## src/rtl/core_pkg.sv

```systemverilog
// Purpose : shared decode constants for the tiny processor (core_ctrl and ALU decode).
// Latency : n/a (types, constants and one pure function).
// Backpr. : n/a.
package core_pkg;

  // ALU unit codes carried in instruction bits [7:5].
  localparam logic [2:0] UNIT_ADD     = 3'd0;
  localparam logic [2:0] UNIT_MUL     = 3'd1;
  localparam logic [2:0] UNIT_SHIFT   = 3'd2;
  localparam logic [2:0] UNIT_MOVE    = 3'd3;
  localparam logic [2:0] UNIT_OR      = 3'd4;
  localparam logic [2:0] UNIT_XOR     = 3'd5;
  localparam logic [2:0] UNIT_AND     = 3'd6;
  localparam logic [2:0] UNIT_SPECIAL = 3'd7;

  // Sequencer states.
  localparam logic [1:0] ST_FETCH   = 2'd0;
  localparam logic [1:0] ST_OPERAND = 2'd1;
  localparam logic [1:0] ST_EXEC    = 2'd2;

  // Instruction field positions (mirrored by the packed struct below).
  localparam int INSTR_UNIT_MSB = 7;
  localparam int INSTR_UNIT_LSB = 5;
  localparam int INSTR_OPSEL    = 4;
  localparam int INSTR_IMM      = 3;
  localparam int INSTR_IDX_MSB  = 2;
  localparam int INSTR_IDX_LSB  = 0;

  typedef struct packed {
    logic [2:0] unit;
    logic       op_sel;
    logic       imm;
    logic [2:0] idx;
  } instr_t;

  // BNEZ always pulls a target byte; STORE never does, whatever its imm bit.
  function automatic logic needs_operand(input instr_t i);
    if (i.unit == UNIT_SPECIAL) begin
      return !i.op_sel;
    end
    return i.imm;
  endfunction

endpackage

```

## src/rtl/core_ctrl_if.sv

```systemverilog
// Purpose : byte-memory fetch channel between core_ctrl (master) and instruction memory (slave).
// Latency : n/a (wires only).
// Backpr. : master holds mem_req/mem_addr until a one-cycle mem_valid pulse from the slave.
// Ports   : mem_req, mem_addr (master->slave); mem_rdata, mem_valid (slave->master).
interface core_ctrl_if #(
  parameter int PC_W = 8
);
  logic            mem_req;
  logic [PC_W-1:0] mem_addr;
  logic [7:0]      mem_rdata;
  logic            mem_valid;

  modport master (
    output mem_req,
    output mem_addr,
    input  mem_rdata,
    input  mem_valid
  );

  modport slave (
    input  mem_req,
    input  mem_addr,
    output mem_rdata,
    output mem_valid
  );
endinterface

```

## src/rtl/core_ctrl_reg_file.sv

```systemverilog
// Purpose : 8x8 general register file, async read, single synchronous write, r7 exported.
// Latency : read combinational; write visible the cycle after the we edge.
// Backpr. : none, write always accepted.
// Ports   : clk/rst; we, widx, wdat write port; ridx/rdat read port; r7 debug tap.
module reg_file #(
  parameter int NREGS = 8
) (
  input  logic       clk,
  input  logic       rst,
  input  logic       we,
  input  logic [2:0] widx,
  input  logic [7:0] wdat,
  input  logic [2:0] ridx,
  output logic [7:0] rdat,
  output logic [7:0] r7
);

  logic [7:0] regs_q [NREGS];
  logic [7:0] regs_d [NREGS];

  always_comb begin
    regs_d = regs_q;
    if (we) begin
      regs_d[widx] = wdat;
    end
  end

  always_ff @(posedge clk or posedge rst) begin
    if (rst) begin
      regs_q <= '{default: '0};
    end else begin
      regs_q <= regs_d;
    end
  end

  assign rdat = regs_q[ridx];
  assign r7   = regs_q[NREGS-1];

endmodule

```

## src/rtl/core_ctrl.sv

```systemverilog
// Purpose : fetch/decode sequencer feeding the ALU; owns pc, acc, ir, operand and register file.
// Latency : 2 cycles for register ops, 3 for immediate/BNEZ, +1 per memory wait cycle.
// Backpr. : stalls in FETCH/OPERAND until mem_valid; run=0 parks at the next instruction boundary.
// Ports   : clk, rst, run; mem (fetch channel, master); unit_sel_out, op_sel_out, acc_out,
//           src_out to the ALU and alu_res_in back; halted status; dbg_r7 register tap.
module core_ctrl
  import core_pkg::*;
#(
  parameter int NREGS = 8,
  parameter int PC_W  = 8
) (
  input  logic               clk,
  input  logic               rst,
  input  logic               run,
  core_ctrl_if.master        mem,
  output logic [2:0]         unit_sel_out,
  output logic               op_sel_out,
  output logic [7:0]         acc_out,
  output logic [7:0]         src_out,
  input  logic [7:0]         alu_res_in,
  output logic               halted,
  output logic [7:0]         dbg_r7
);

  logic [1:0]      st_q,   st_d;
  logic [PC_W-1:0] pc_q,   pc_d;
  logic [7:0]      acc_q,  acc_d;
  instr_t          ir_q,   ir_d;
  logic [7:0]      opnd_q, opnd_d;

  logic [PC_W-1:0] pc_p1;
  logic [PC_W-1:0] pc_p2;
  instr_t          fetch_ir;
  logic            is_bnez;
  logic            rf_we;
  logic [7:0]      rf_rdat;

  // pc arithmetic wraps naturally at 2^PC_W.
  assign pc_p1    = pc_q + PC_W'(1);
  assign pc_p2    = pc_q + PC_W'(2);
  assign fetch_ir = instr_t'(mem.mem_rdata);
  assign is_bnez  = (ir_q.unit == UNIT_SPECIAL) && !ir_q.op_sel;

  always_comb begin
    st_d   = st_q;
    pc_d   = pc_q;
    acc_d  = acc_q;
    ir_d   = ir_q;
    opnd_d = opnd_q;
    rf_we  = 1'b0;
    case (st_q)
      ST_FETCH: begin
        // mem_req equals run here, so gating on run also drops valids with no request.
        if (run && mem.mem_valid) begin
          ir_d = fetch_ir;
          st_d = needs_operand(fetch_ir) ? ST_OPERAND : ST_EXEC;
        end
      end
      ST_OPERAND: begin
        if (mem.mem_valid) begin
          opnd_d = mem.mem_rdata;
          st_d   = ST_EXEC;
        end
      end
      ST_EXEC: begin
        st_d = ST_FETCH;
        if (ir_q.unit != UNIT_SPECIAL) begin
          acc_d = alu_res_in;
          pc_d  = ir_q.imm ? pc_p2 : pc_p1;
        end else if (ir_q.op_sel) begin
          // STORE: register write bypasses the ALU, acc untouched.
          rf_we = 1'b1;
          pc_d  = pc_p1;
        end else begin
          pc_d = (acc_q != '0) ? PC_W'(opnd_q) : pc_p2;
        end
      end
      default: st_d = ST_FETCH;
    endcase
  end

  always_ff @(posedge clk or posedge rst) begin
    if (rst) begin
      st_q   <= ST_FETCH;
      pc_q   <= '0;
      acc_q  <= '0;
      ir_q   <= '0;
      opnd_q <= '0;
    end else begin
      st_q   <= st_d;
      pc_q   <= pc_d;
      acc_q  <= acc_d;
      ir_q   <= ir_d;
      opnd_q <= opnd_d;
    end
  end

  reg_file #(.NREGS(NREGS)) u_rf (
    .clk  (clk),
    .rst  (rst),
    .we   (rf_we),
    .widx (ir_q.idx),
    .wdat (acc_q),
    .ridx (ir_q.idx),
    .rdat (rf_rdat),
    .r7   (dbg_r7)
  );

  // Request depends only on state, run and rst; never on the memory's own outputs.
  assign mem.mem_req  = !rst && ((st_q == ST_OPERAND) || ((st_q == ST_FETCH) && run));
  assign mem.mem_addr = (st_q == ST_OPERAND) ? pc_p1 : pc_q;
  assign halted       = !rst && (st_q == ST_FETCH) && !run;

  assign unit_sel_out = ir_q.unit;
  assign op_sel_out   = ir_q.op_sel;
  assign acc_out      = acc_q;
  assign src_out      = (ir_q.imm || is_bnez) ? opnd_q : rf_rdat;

endmodule
```

## src/flat_wrapper.sv

```systemverilog
// flat-port wrapper written by rule: the top's interface ports become plain ports
module core_ctrl_flat import core_pkg::*;
#(
  parameter int NREGS = 8,
  parameter int PC_W  = 8
)
  (clk, rst, run, unit_sel_out, op_sel_out, acc_out, src_out, alu_res_in, halted, dbg_r7, mem_mem_req, mem_mem_addr, mem_mem_rdata, mem_mem_valid);
  core_ctrl_if #(.PC_W(PC_W)) mem_i ();
  input  logic clk;
  input  logic rst;
  input  logic run;
  output logic [2:0] unit_sel_out;
  output logic op_sel_out;
  output logic [7:0] acc_out;
  output logic [7:0] src_out;
  input  logic [7:0] alu_res_in;
  output logic halted;
  output logic [7:0] dbg_r7;
  output wire logic [$bits(mem_i.mem_req)-1:0] mem_mem_req;
  output wire logic [$bits(mem_i.mem_addr)-1:0] mem_mem_addr;
  input wire logic [$bits(mem_i.mem_rdata)-1:0] mem_mem_rdata;
  input wire logic [$bits(mem_i.mem_valid)-1:0] mem_mem_valid;
  assign mem_mem_req = mem_i.mem_req;
  assign mem_mem_addr = mem_i.mem_addr;
  assign mem_i.mem_rdata = mem_mem_rdata;
  assign mem_i.mem_valid = mem_mem_valid;
  core_ctrl #(.NREGS(NREGS), .PC_W(PC_W)) u_core (.clk(clk), .rst(rst), .run(run), .mem(mem_i), .unit_sel_out(unit_sel_out), .op_sel_out(op_sel_out), .acc_out(acc_out), .src_out(src_out), .alu_res_in(alu_res_in), .halted(halted), .dbg_r7(dbg_r7));
endmodule
```

## config.mk

```make
export PLATFORM = sky130hd
export DESIGN_NAME = core_ctrl_flat
export DESIGN_NICKNAME = d
export VERILOG_FILES = /design/src/rtl/core_pkg.sv /design/src/rtl/core_ctrl_if.sv /design/src/rtl/core_ctrl_reg_file.sv /design/src/rtl/core_ctrl.sv /design/src/flat_wrapper.sv
export SDC_FILE = /design/constraint.sdc
export NUM_CORES = 1
export LEC_CHECK = 0
export ABC_AREA = 1
export BUFFER_PORTS_ARGS = -buffer_cell sky130_fd_sc_hd__buf_4
export CAP_MARGIN = 40
export CORE_MARGIN = 5
export CORE_UTILIZATION = 53
export DETAILED_ROUTE_END_ITERATION = 6
export PLACE_DENSITY_LB_ADDON = 0.1
export RECOVER_POWER = 25
export SLEW_MARGIN = 20
export SYNTH_ARGS = -nofsm -noshare
export SYNTH_HDL_FRONTEND = slang
export SYNTH_SLANG_ARGS = --single-unit
```

## constraint.sdc

```tcl
create_clock -name clk -period 2.8 [get_ports clk]
set_input_delay 0.42 -clock clk [delete_from_list [all_inputs] [get_ports clk]]
set_output_delay 0.42 -clock clk [all_outputs]
set_load 0.02 [all_outputs]
```

==> results.md <==
- Die outline width: 107.1 um
- Dpl ws: 0.6623 ns
- Cell Chain, Critical Path: buf_4 > nor2_1 > nand2_1 > o21ai_0 > nor2_1 > a21oi_1 > buf_4
- Reported max-cap violation count: 1
- Seq cells post-synth: between 90 and 100
- Initial DRT Pass Iterations: 5
- CP Class: reg2out
- Number of buffers added on ports: 57
- Slew at the pin closest to its max-slew limit: approximately 1.6 ns
- Final Max Slew Viols: 38
- Endpoint type of the worst setup path: output port
- Initial standard-cell utilization of the core: 0.5433
- Clock Root Buffer: sky130_fd_sc_hd__clkbuf_8
- Fraction of the core area covered by cells at the end of the flow: 0.6080
- Post-Place Cells: 761
- Total number of placement rows: 35
- Number of hold violations in the final report: 0
- Global-route wire length before repair: approximately 20 mm
- H-tree levels: 3
- Arrival time at the worst endpoint: 2.10 ns
- Portion of the post-synthesis area used by sequential elements: 0.4909
- Hold-fix buffer count after cts: 0
- Final setup violating endpoints: 0
- Total power after layout: 5.035 mW
- Maximum fanout along the worst path: 15
- Count of clock tree sinks: 98
- Post-route ant nets: 0
- Mapped Nets: 637
- Post-CTS Repair Setup Buffers: 0
- Number of vias in the routed layout: 4,245
- Overall die area: 11,470 um^2
- Ratio of routed vias to standard cells: 5.477
- Syn_area_per_cell: 8.124 um^2
- Cell type group with the largest total delay on the critical path: simple AND/OR/NAND/NOR gates
- Crit path time final: 2.518 ns
- Leakage power figure: 2.724 nW
- Global Route Usage Sum: 0.2276
- Slowest stage delay, CP: 0.48 ns
- Setup repair after global routing missed its margin: no
- TritonCTS clock tree: done
- IO Count: 58
- Antenna violations before repair: 0
- Count of mapped cells out of synthesis: roughly 600
- Total Neg Setup Slack: 0 ns
- Number of buffers added by the clock tree synthesis step: 9
- Cell area after synthesis: 4996 um^2
- Overall overflow remaining after global route: 0
- Share of the clock period used by the worst path: 0.8991
- Clock edge transition at the registers on the reported setup and hold paths: 0.10 ns
- Final setup slack of the worst path: 0.2825 ns
- Sum of net half-perimeters after detailed placement: 9.037 mm
- Max Clock Skew: 0.01245 ns
- Nets: ~700
- Run status: finished, violations left
- Slowest library cell on the worst path: sky130_fd_sc_hd__nor2_1
- Routed wire per std cell: 16.14 um
- Required arrival time at the worst endpoint: 2.38 ns
- Power density over the cells: 900.5 nW/um^2
- FILL cells: ~840
- Layout Cells excl Fill: ~780
- Synthesis Warnings: 0
- Worst min-delay path class: in2async
- Routability congestion estimate from global placement: between 0.8 and 0.9
- Resize count post-CTS: 0
- Violations in the final reports: max-capacitance violations, max-slew violations
- Number of buffers between clock root and the deepest sink: 2
- Number of antenna diodes: 0
- Post-synthesis cell type count: 26
- Share of layout cells above drive strength 1: 0.1446
- Starting DRT DRC Count: 273
- Area of the placeable core: 9196 um^2
- Clock latency on the worst-skew pair: roughly 0.36 ns
- Peak VDD IR: between 0.6 and 0.7 mV
- Largest net degree at the start of global routing: 38
- DRC violations left: 0
- Buffers & Inverters on Critical Path: 2
- Area grow syn2layout: 11.92%
- Via count of the first global-routing pass: 3,969
- Die Y: approximately 110 um
- Slew margin rel.: -0.09821
- Max Clk Rate: 0.3972 GHz
- Final Routed Wirelength: 12.51 mm
- Critical path startpoint category: flop
[per-stage QoR]
step	area (um^2)	hold slack [ns]
2_1_floorplan	5000	0.4514
4_1_cts	5633	0.09081
6_report	5592	0.1816
3_3_place_gp	5400	0.4708
5_1_grt	5592	0.2437
3_5_place_dp	5428	0.4731
[kinds of logic after synthesis]
| family | count (synthesis) | share of synthesized area |
|---|---|---|
| AOI/OAI and AO/OA | 172 | 0.1786 |
| xor gates and xnor gates | 7 | 0.01227 |
| adders and majority gates | 2 | 0.005008 |
| buffers and inverters | 73 | 0.07939 |
| DFF | 98 | 0.4909 |
| and+or+nand+nor | 263 | 0.2339 |
[sequential cells by signal, summed over array words and instances, names as in the netlist]
signal               count
u_core.acc_out           8
u_core.ir_q              4
u_core.op_sel_out        1
u_core.opnd_q            8
u_core.pc_q              8
u_core.st_q              2
u_core.u_rf.r7           8
u_core.u_rf.regs_q      56
u_core.unit_sel_out      3
[Yosys cell counts]
| library cell | instances | share of area |
|---|---|---|
| sky130_fd_sc_hd__buf_4 | 14 | 0.021 |
| sky130_fd_sc_hd__clkbuf_1 | 6 | 0.0045 |
| sky130_fd_sc_hd__o21ai_0 | 62 | 0.062 |
| sky130_fd_sc_hd__nand4_2 | 1 | 0.0025 |
| sky130_fd_sc_hd__or2_2 | 1 | 0.0013 |
| sky130_fd_sc_hd__dfrtp_1 | 98 | 0.49 |
| sky130_fd_sc_hd__xor2_1 | 7 | 0.012 |
| sky130_fd_sc_hd__o21a_1 | 10 | 0.015 |
| sky130_fd_sc_hd__inv_1 | 41 | 0.031 |
| sky130_fd_sc_hd__inv_2 | 1 | 0.00075 |
| sky130_fd_sc_hd__nand3_4 | 8 | 0.028 |
| sky130_fd_sc_hd__a221oi_1 | 1 | 0.0018 |
| sky130_fd_sc_hd__buf_6 | 9 | 0.020 |
| sky130_fd_sc_hd__buf_2 | 2 | 0.0020 |
| sky130_fd_sc_hd__o21ai_1 | 65 | 0.065 |
| sky130_fd_sc_hd__nor2_8 | 1 | 0.0040 |
| sky130_fd_sc_hd__nand3_1 | 14 | 0.014 |
| sky130_fd_sc_hd__nand2_4 | 1 | 0.0023 |
| sky130_fd_sc_hd__nor3_1 | 1 | 0.0010 |
| sky130_fd_sc_hd__nand2_1 | 160 | 0.12 |
| sky130_fd_sc_hd__ha_1 | 2 | 0.0050 |
| sky130_fd_sc_hd__o22ai_1 | 2 | 0.0025 |
| sky130_fd_sc_hd__nor2_2 | 6 | 0.0075 |
| sky130_fd_sc_hd__nor2_1 | 69 | 0.052 |
| sky130_fd_sc_hd__nor4_1 | 1 | 0.0013 |
| sky130_fd_sc_hd__a21oi_1 | 32 | 0.032 |
[layout make-up]
class                   instances  area (um^2)  area share
inverters                      42        158.9     0.02842
multi-input cells             444         2147      0.3840
well taps                     111        138.9     0.02484
flip-flops and latches         98         2452      0.4386
clock inverters                 5        81.33     0.01454
repair buffers                 66        489.2     0.08749
clock buffers                   9        123.9     0.02215
[worst paths after layout]
path                                              from                      to  slack, ns  depth (start not counted)
worst max-delay path                    u_core.ir_q[0]              src_out[0]       0.28                          7
worst min-delay path                               rst          u_core.st_q[0]       0.18                          2
worst max register to register          u_core.st_q[0]       u_core.acc_out[0]       0.93                          6
worst min register to register  u_core.u_rf.regs_q[51]  u_core.u_rf.regs_q[51]       0.50                          2
max in group asynchronous                          rst  u_core.u_rf.regs_q[54]       0.55                          3
min in group clk                         mem_mem_valid          u_core.st_q[0]       0.29                          2
[power by group]
part	total (mW)	switching (mW)	internal [mW]	leakage, nW
clock	0.971	0.477	0.494	0.101
sequential	1.97	0.296	1.67	1.30
combinational	2.10	1.39	0.706	1.33
total	5.04	2.16	2.87	2.72
[per-layer routing]
layer / share of wire / GRT usage / vias to the layer above
li1: - / - / 2088
met1: 0.47 / 0.3320 / 2037
met2: 0.47 / 0.3552 / 108
met3: 0.052 / 0.03311 / 12
met4: 0.013 / 0.06301 / 0
met5: 0 / 0 / -
[cell usage in the layout (no fill, tap or decap), types with 8 or more instances in the layout]
master / instances
sky130_fd_sc_hd__a21oi_1: 32
sky130_fd_sc_hd__buf_4: 62
sky130_fd_sc_hd__clkbuf_8: 9
sky130_fd_sc_hd__dfrtp_1: 98
sky130_fd_sc_hd__inv_1: 40
sky130_fd_sc_hd__nand2_1: 160
sky130_fd_sc_hd__nand3_1: 14
sky130_fd_sc_hd__nand3_4: 8
sky130_fd_sc_hd__nor2_1: 69
sky130_fd_sc_hd__o21a_1: 10
sky130_fd_sc_hd__o21ai_0: 62
sky130_fd_sc_hd__o21ai_1: 65
No activity file was read; power rests on OpenSTA's default activity.
